<file path="src/rtl/count_display_scanner_if.sv">
// Counter-to-display bus: raw count in, multiplexed 7-segment drive and accepted value out.
// No handshake; count_in is free-running and asynchronous, all outputs are registered.
interface count_display_scanner_if;
   logic [3:0] count_in;
   logic [6:0] seg;
   logic [1:0] an;
   logic [3:0] value;
   logic       value_valid;

   modport master (output count_in, input seg, an, value, value_valid);
   modport slave  (input count_in, output seg, an, value, value_valid);
endinterface

</file>
<file path="src/rtl/count_display_scanner.sv">
// Debounces an async 4-bit count and scans it onto a 2-digit 7-seg display; DISP_LEADING_ZERO_BLANK_EN blanks a zero tens digit.
// Latency: value on the (2+STABLE_CYCLES)th edge after count_in settles; seg/an lag the scan state by one cycle.
// Backpressure: none; input is sampled every cycle and the display free-runs.
module count_display_scanner #(
   parameter int REFRESH_DIV    = 1024,
   parameter int STABLE_CYCLES  = 3,
   parameter bit SEG_ACTIVE_LOW = 1'b1
) (
   input  logic                          clk,
   input  logic                          clr,
   count_display_scanner_if.slave        bus
);
   localparam int DW = (REFRESH_DIV > 2) ? $clog2(REFRESH_DIV) : 1;
   localparam int CW = $clog2(STABLE_CYCLES + 1);
   localparam logic [DW-1:0] DIV_LAST = DW'(REFRESH_DIV - 1);
   localparam logic [CW-1:0] CNT_MAX  = CW'(STABLE_CYCLES);
   localparam logic [6:0]    SEG_OFF  = SEG_ACTIVE_LOW ? 7'h7F : 7'h00;

   typedef enum logic [1:0] {GAP_T, UNITS, GAP_U, TENS} state_t;

   state_t        state_q, state_d;
   logic [DW-1:0] div_q, div_d;
   logic [3:0]    sync1_q, sync1_d, sync2_q, sync2_d, prev_q, prev_d;
   logic [CW-1:0] cnt_q, cnt_d;
   logic [3:0]    value_q, value_d;
   logic          value_valid_q, value_valid_d;
   logic [1:0]    an_q, an_d;
   logic [6:0]    seg_q, seg_d;

   logic          tens;
   logic [3:0]    units;
   logic [6:0]    units_seg, tens_seg;

   function automatic logic [6:0] digit_seg(input logic [3:0] d);
      logic [6:0] p;
      case (d)
         4'd0:    p = 7'h3F;
         4'd1:    p = 7'h06;
         4'd2:    p = 7'h5B;
         4'd3:    p = 7'h4F;
         4'd4:    p = 7'h66;
         4'd5:    p = 7'h6D;
         4'd6:    p = 7'h7D;
         4'd7:    p = 7'h07;
         4'd8:    p = 7'h7F;
         4'd9:    p = 7'h6F;
         default: p = 7'h00;
      endcase
      return SEG_ACTIVE_LOW ? ~p : p;
   endfunction

   // Stability filter: a sample is only trusted after CNT_MAX equal synchronized samples.
   always_comb begin
      sync1_d       = bus.count_in;
      sync2_d       = sync1_q;
      prev_d        = sync2_q;
      value_d       = value_q;
      value_valid_d = 1'b0;
      if (sync2_q != prev_q)
         cnt_d = CW'(1);
      else if (cnt_q == CNT_MAX)
         cnt_d = cnt_q;
      else
         cnt_d = cnt_q + 1'b1;
      if (cnt_d >= CNT_MAX && sync2_q != value_q) begin
         value_d       = sync2_q;
         value_valid_d = 1'b1;
      end
   end

   always_comb begin
      tens      = (value_q >= 4'd10);
      units     = tens ? (value_q - 4'd10) : value_q;
      units_seg = digit_seg(units);
      tens_seg  = digit_seg({3'b000, tens});
   end

   always_comb begin
      state_d = state_q;
      div_d   = div_q;
      an_d    = 2'b11;
      seg_d   = SEG_OFF;
      case (state_q)
         GAP_T: begin
            state_d = UNITS;
            div_d   = '0;
         end
         UNITS: begin
            an_d  = 2'b10;
            seg_d = units_seg;
            if (div_q == DIV_LAST) begin
               state_d = GAP_U;
               div_d   = '0;
            end else begin
               div_d = div_q + 1'b1;
            end
         end
         GAP_U: begin
            state_d = TENS;
            div_d   = '0;
         end
         TENS: begin
            an_d  = 2'b01;
            seg_d = tens_seg;
`ifdef DISP_LEADING_ZERO_BLANK_EN
            if (!tens) begin
               an_d  = 2'b11;
               seg_d = SEG_OFF;
            end
`endif
            if (div_q == DIV_LAST) begin
               state_d = GAP_T;
               div_d   = '0;
            end else begin
               div_d = div_q + 1'b1;
            end
         end
         default: begin
            state_d = GAP_T;
            div_d   = '0;
         end
      endcase
   end

   always_ff @(posedge clk or negedge clr) begin
      if (!clr) begin
         state_q       <= GAP_T;
         div_q         <= '0;
         sync1_q       <= '0;
         sync2_q       <= '0;
         prev_q        <= '0;
         cnt_q         <= '0;
         value_q       <= '0;
         value_valid_q <= 1'b0;
         an_q          <= 2'b11;
         seg_q         <= SEG_OFF;
      end else begin
         state_q       <= state_d;
         div_q         <= div_d;
         sync1_q       <= sync1_d;
         sync2_q       <= sync2_d;
         prev_q        <= prev_d;
         cnt_q         <= cnt_d;
         value_q       <= value_d;
         value_valid_q <= value_valid_d;
         an_q          <= an_d;
         seg_q         <= seg_d;
      end
   end

   assign bus.seg         = seg_q;
   assign bus.an          = an_q;
   assign bus.value       = value_q;
   assign bus.value_valid = value_valid_q;
endmodule

</file>
<file path="src/flat_wrapper.sv">
// flat-port wrapper written by rule: the top's interface ports become plain ports
module count_display_scanner_flat 
#(
   parameter int REFRESH_DIV    = 1024,
   parameter int STABLE_CYCLES  = 3,
   parameter bit SEG_ACTIVE_LOW = 1'b1
)
  (clk, clr, bus_count_in, bus_seg, bus_an, bus_value, bus_value_valid);
  count_display_scanner_if bus_i ();
  input  logic clk;
  input  logic clr;
  input wire logic [$bits(bus_i.count_in)-1:0] bus_count_in;
  output wire logic [$bits(bus_i.seg)-1:0] bus_seg;
  output wire logic [$bits(bus_i.an)-1:0] bus_an;
  output wire logic [$bits(bus_i.value)-1:0] bus_value;
  output wire logic [$bits(bus_i.value_valid)-1:0] bus_value_valid;
  assign bus_i.count_in = bus_count_in;
  assign bus_seg = bus_i.seg;
  assign bus_an = bus_i.an;
  assign bus_value = bus_i.value;
  assign bus_value_valid = bus_i.value_valid;
  count_display_scanner #(.REFRESH_DIV(REFRESH_DIV), .STABLE_CYCLES(STABLE_CYCLES), .SEG_ACTIVE_LOW(SEG_ACTIVE_LOW)) u_core (.clk(clk), .clr(clr), .bus(bus_i));
endmodule
</file>
<file path="config.mk">
export PLATFORM = sky130hd
export DESIGN_NAME = count_display_scanner_flat
export DESIGN_NICKNAME = d
export VERILOG_FILES = /design/src/rtl/count_display_scanner_if.sv /design/src/rtl/count_display_scanner.sv /design/src/flat_wrapper.sv
export SDC_FILE = /design/constraint.sdc
export NUM_CORES = 1
export LEC_CHECK = 0
export CAP_MARGIN = 0
export CORE_MARGIN = 4
export CORE_UTILIZATION = 35
export CTS_CLUSTER_SIZE = 16
export DETAILED_ROUTE_END_ITERATION = 12
export GPL_ROUTABILITY_DRIVEN = 1
export HOLD_SLACK_MARGIN = 0.12
export PLACE_DENSITY_LB_ADDON = 0.2
export SLEW_MARGIN = 10
export SYNTH_ARGS = -nofsm -noshare
export SYNTH_HDL_FRONTEND = slang
export SYNTH_SLANG_ARGS = --single-unit
</file>
<file path="constraint.sdc">
create_clock -name clk -period 1.7 [get_ports clk]
set_clock_uncertainty 0.15 [all_clocks]
set_input_delay 0.34 -clock clk [delete_from_list [all_inputs] [get_ports clk]]
set_output_delay 0.34 -clock clk [all_outputs]
set_load 0.01 [all_outputs]
</file>
Yosys cells after proc, flatten, opt, wreduce, memory -nomap -nowiden. Memories as Yosys holds them, arrays and structs flattened. Cells that the tools add are included.

Bits in registers: 40. Latch bits: 0. Memory bits (writable): 0. ROM bits: 112. Input bits: 6. Logic and storage cells: 45. Memories: 1.

Memories: (no name shown) (depth 16, bits a word 7, rd ports 1, clocked after memory_dff 0, write ports 0, line count_display_scanner.sv:36) `case (d)`.

Add/subtract/negate cells: 3. Multiply operators: 0. Div/mod/pow operators: 0. Order comparisons: 2. Eq/ne operators: 9. Shift-type cells: 0. Multiplexer cells: 12. Bitwise gates (word level): 3. Reduce and logical (&&, ||, !) cells: 5.

Operator list (count): case mux 7 bit (2 select lines) (2); case mux 10 bit (2 select lines) (1); NOT 7 bit (2); adder 10 x 1 -> 10 bit, second input constant (1); equality test 10 bit, second input constant (1); two-way mux 10 bit (1); two-way mux 2 bit (4); inequality test 4 bit (2); case mux 2 bit (4 select lines) (1); equality test 2 bit, second input constant (3); greater-or-equal comparator 4 bit, second input constant (1); two-way mux 4 bit (1); inequality test 2 x 1 -> 1 bit, second input constant (2); case mux 2 bit (2 select lines) (1); OR reduction 2 bit (2); subtractor 4 bit, second input constant (1); adder 2 x 1 -> 2 bit, second input constant (1); equality test 2 x 1 -> 1 bit, second input constant (1); greater-or-equal comparator 2 bit, second input constant (1); logical NOT 2 bit (1); AND reduction 2 bit (1); logical AND 1 bit (1); two-way mux 1 bit (1); NOT 1 bit (1).

Logic depth before layout (Yosys ltp).
Depth in word-level cells: 6. Gate-level depth with buffers: 8. Mapped depth without buffers: 7.

Least setup slack after synthesis. OpenSTA, ideal clock, no wires.

Path type: register to register. Start point: register u_core.value_q[2] (netlist: u_core.bus.value[2]). End point: register u_core.seg_q[3] (netlist: u_core.bus.seg[3]). Library setup time: 0.061 ns. Arrival time: 1.674 ns. Data required time: 1.489 ns. Slack: -0.185 ns. Cell stages (with the launch flop): 9. Path buffers: 1. Clock period less this slack: 1.885 ns. Cells stage by stage: dfrtp_1 buf_2 nor2b_1 mux2i_1 inv_1 ha_1 a221oi_1 o31ai_1 nand2_1.

Longest elaborated chain between the ends: 5.

RTL lines: start: declaration (line count_display_scanner.sv:25) `logic [3:0] value_q, value_d;`; start signal: assignment (line count_display_scanner.sv:144) `value_q <= value_d;`; subtractor 4 bit or greater-or-equal comparator 4 bit (tied branches) (line count_display_scanner.sv:73, count_display_scanner.sv:72); two-way mux 4 bit or NOT 1 bit (tied branches) (line count_display_scanner.sv:73, count_display_scanner.sv:36); memory (16 x 7 bit) or case mux 7 bit (2 select lines) (tied branches); NOT 7 bit (line count_display_scanner.sv:49) `return SEG_ACTIVE_LOW ? ~p : p;`; case mux 7 bit (2 select lines) * (line count_display_scanner.sv:83) `case (state_q)`; via u_core.seg_d[3] (line count_display_scanner.sv:28) `logic [6:0] seg_q, seg_d;`; end signal: assignment (line count_display_scanner.sv:147) `seg_q <= seg_d;`; end: declaration (line count_display_scanner.sv:28).

The timed path passes the listed nets; every way through them passes the cells marked *. The select of a mux whose other input is x is not followed. A chain may end at the register's enable or synchronous reset.

Worst setup path after layout.
Start point: register u_core.value_q[1] (netlist: u_core.bus.value[1]). End point: register u_core.seg_q[3] (netlist: u_core.bus.seg[3]).

The elaborated chain is that of the path after synthesis.

==> results.toml <==
[run_status]
run_status = "finished, final reports clean"

[layout]
diodes = 0
area_growth_pct = 33.6
fin_util_pct = 48.5
stdcell_area_sq_mm = 0.00249
final_common_cell = "dfrtp_1"
nets = 223
fillers = 487
final_layout_size_suffix_gt1_share_pct = 32.4
final_cell_mix = "dfrtp_1 (29), buf_4 (21), nor2_1 (14)"

[worst_hold_path]
holdCritStartpoint = "u_core.sync1_q[0]"
hold_class = "flip-flop to flip-flop"

[grt]
antenna_found_initial = 0
grt_pass1_wl_mm = 6.11
grt_pass1_vias = 1359
grt_max_degree = 41
grt.total_usage_pct = 12.2
grt-ovfl-total = 0

[power]
power_density_mw_per_mm2 = 958
p_comb_share_pct = 26.0
seq_power_share_pct = 45.8
switchingPower_uw = 669
ir_worst_vdd_uv = 437
static-leakage-power_uw = 0.00117
swShare_pct = 28.0
p_int_uw = 1720
power.share.clock_pct = 28.1

[setup_path]
r2r_setup_slack_ns = 0.05
reg2reg_from = "u_core.bus.value[1]"
critPathLaunchType = "flip-flop"
crit_fanout = 4
worstSetupStartpoint = "u_core.bus.value[1]"
worst_setup_path_end_kind = "flip-flop"
rr_worst_depth = 8
reg2reg_to = "u_core.bus.seg[3]"
required_ns = 1.78
cpPeakStageDelay_ns = 0.41
crit_type = "flip-flop to flip-flop"
endpoint = "u_core.bus.seg[3]"
path_cells = "buf_6 -> nor2b_4 -> mux2i_4 -> inv_2 -> ha_4 -> a221oi_2 -> o31ai_1 -> nand2_1"
cp_slowest_cell = "dfrtp_2"
critPathArrivalTime_ns = 1.74

[floorplanning]
initial_core_util_pct = 36.3
dieArea_sq_mm = 0.00656
io_pins = 20
core_area_sq_mm = 0.00514
die_x_microns = 81.0
rows = 26
die_y_microns = 81.0

[sta]
worst_pin_slew_ns = 0.308
finalSetupViolCount = 0
rsz0062_at_grt = "true"
fmax_ghz = 0.604
slew_headroom_pct = 79.3
fin_crit_ns = 1.65
drv_slew = 0
hold_viol = 0
setup_tns_ns = 0
fin_crit_sh_pct = 97.3
setup_ws_ns = 0.0456

[yosys]
ys_seq_area_share_pct = 54.3
yosysTopAreaCellShare_pct = 41.6
yosysTopAreaCell = "dfrtp_1"
synth-edff-count = 0
async_flop_share_pct = 100
synth.area.top_cells = "dfrtp_1 (42%), dfstp_2 (13%), ha_1 (7.4%)"
synth.net_count = 177
synth_warnings = 0
synthFlopType = "dfrtp_1"
synth_area_per_cell_sq_um = 11.7
synth_seq_cells = 40
synth.distinct_cells = 38
syn-instance-count = 160
syn_area_sq_mm = 0.00187

[route]
vias = 1291
viasPerCell = 4.66
wire_per_inst_microns = 13.1
wl_mm = 3.63
route.detailed.drc = 0
firstDrtPassIters = 4
ant_nets = 0
first_iter_violations = 33

[place]
place_area_sq_mm = 0.00230
gp_congestion = 0.814
hpwlAfterDp_mm = 2.61
io_buffers = 19
pre_cts_slack_ns = 0.00652

[run]
drv_cap = 0

[clock_tree]
htree_levels = 2
cts_tree = "yes"
clock-sinks = 40
cts_root_buffer = "clkbuf_8"
path_clk_slew_ns = 0.08
clock_path_buffers = 2
cts-buffers-inserted = 5
clk_latency_ns = 0.29
[through the flow]
stage,std cells,hold WS (ns),power [uW]
3_5_place_dp,263,0.176,1720
5_1_grt,277,0.209,2530
6_report,277,0.203,2390
4_1_cts,275,0.204,2400
3_3_place_gp,263,0.171,1710
2_1_floorplan,160,-0.106,1440
[power by group through the flow]
stage | combinational (uW) | sequential, uW | clock [uW]
3_5_place_dp | 591 | 1130 | 0
6_report | 622 | 1090 | 672
2_1_floorplan | 295 | 1150 | 0
4_1_cts | 604 | 1100 | 696
3_3_place_gp | 591 | 1120 | 0
5_1_grt | 683 | 1110 | 744
[logic make-up after synthesis]
kind of cell / share of synthesized area (%)
buffers and inverters: 3.55
and+or+nand+nor: 12.6
AOI/OAI and AO/OA: 10.4
adders and majority gates: 7.38
muxes: 4.29
xor gates and xnor gates: 7.51
DFF: 54.3
[worst min-delay path by stage]
stage | endpoint | slack, ns | cells past startpoint
after global placement | u_core.bus.value[0] | 0.17 | 2
after detailed placement | u_core.bus.value[0] | 0.18 | 2
after floorplan | u_core.bus.value[0] | -0.11 | 0
after CTS | u_core.prev_d[0] | 0.20 | 0
after global routing | u_core.prev_d[0] | 0.21 | 0
final | u_core.prev_d[0] | 0.20 | 0
[registers in the layout, indices dropped and copies added (netlist names)]
name / cells
u_core.bus.an: 2
u_core.bus.value_valid: 1
u_core.div_q: 10
u_core.bus.value: 4
u_core.sync1_q: 4
u_core.prev_q: 4
u_core.state_q: 2
u_core.bus.seg: 7
u_core.prev_d: 4
u_core.cnt_q: 2
[cells in the mapped netlist (4+ instances only)]
cell type  count
nand2_1        8
dfrtp_1       31
mux2_4         4
dfstp_2        9
buf_2          5
o21ai_0        5
xnor2_1        7
nor2_1        15
nand3_1        5
inv_1         10
xor2_1         9
ha_1          11
[timing repair]
action                                  CTS  global route
buffers inserted                          3             2
resized for setup                        23            12
endpoints found under the setup margin   14            16
cloned                                    0             0
pin swaps                                 3             4
endpoints found under the hold margin    40             0
hold buffers                              1             0
[worst max-delay path, delay by kind of cell, from the launching register on]
family | cells | cell delay (ns)
DFF | 1 | 0.41
AOI/OAI and AO/OA | 2 | 0.32
buffers and inverters | 2 | 0.23
adders and majority gates | 1 | 0.21
and+or+nand+nor | 2 | 0.19
muxes | 1 | 0.09
[routing by layer]
metal	wire, microns	GRT usage [%]	part of all wire, %	vias up
li1	-	-	-	639
met2	1890	21.7	52	22
met5	0	0	0	-
met4	33	4.05	0.91	0
met3	129	3.33	3.6	4
met1	1570	14.0	43	626
[layout make-up]
type | instances | area (sq um) | area share (%)
clock buffers | 6 | 82.6 | 3.31
flip-flops and latches | 40 | 1010 | 40.7
repair buffers | 45 | 390 | 15.7
multi-input cells | 104 | 865 | 34.7
inverters | 10 | 37.5 | 1.51
well taps | 70 | 87.6 | 3.51
clock inverters | 2 | 15.0 | 0.602
No activity file was read; power rests on OpenSTA's default activity.
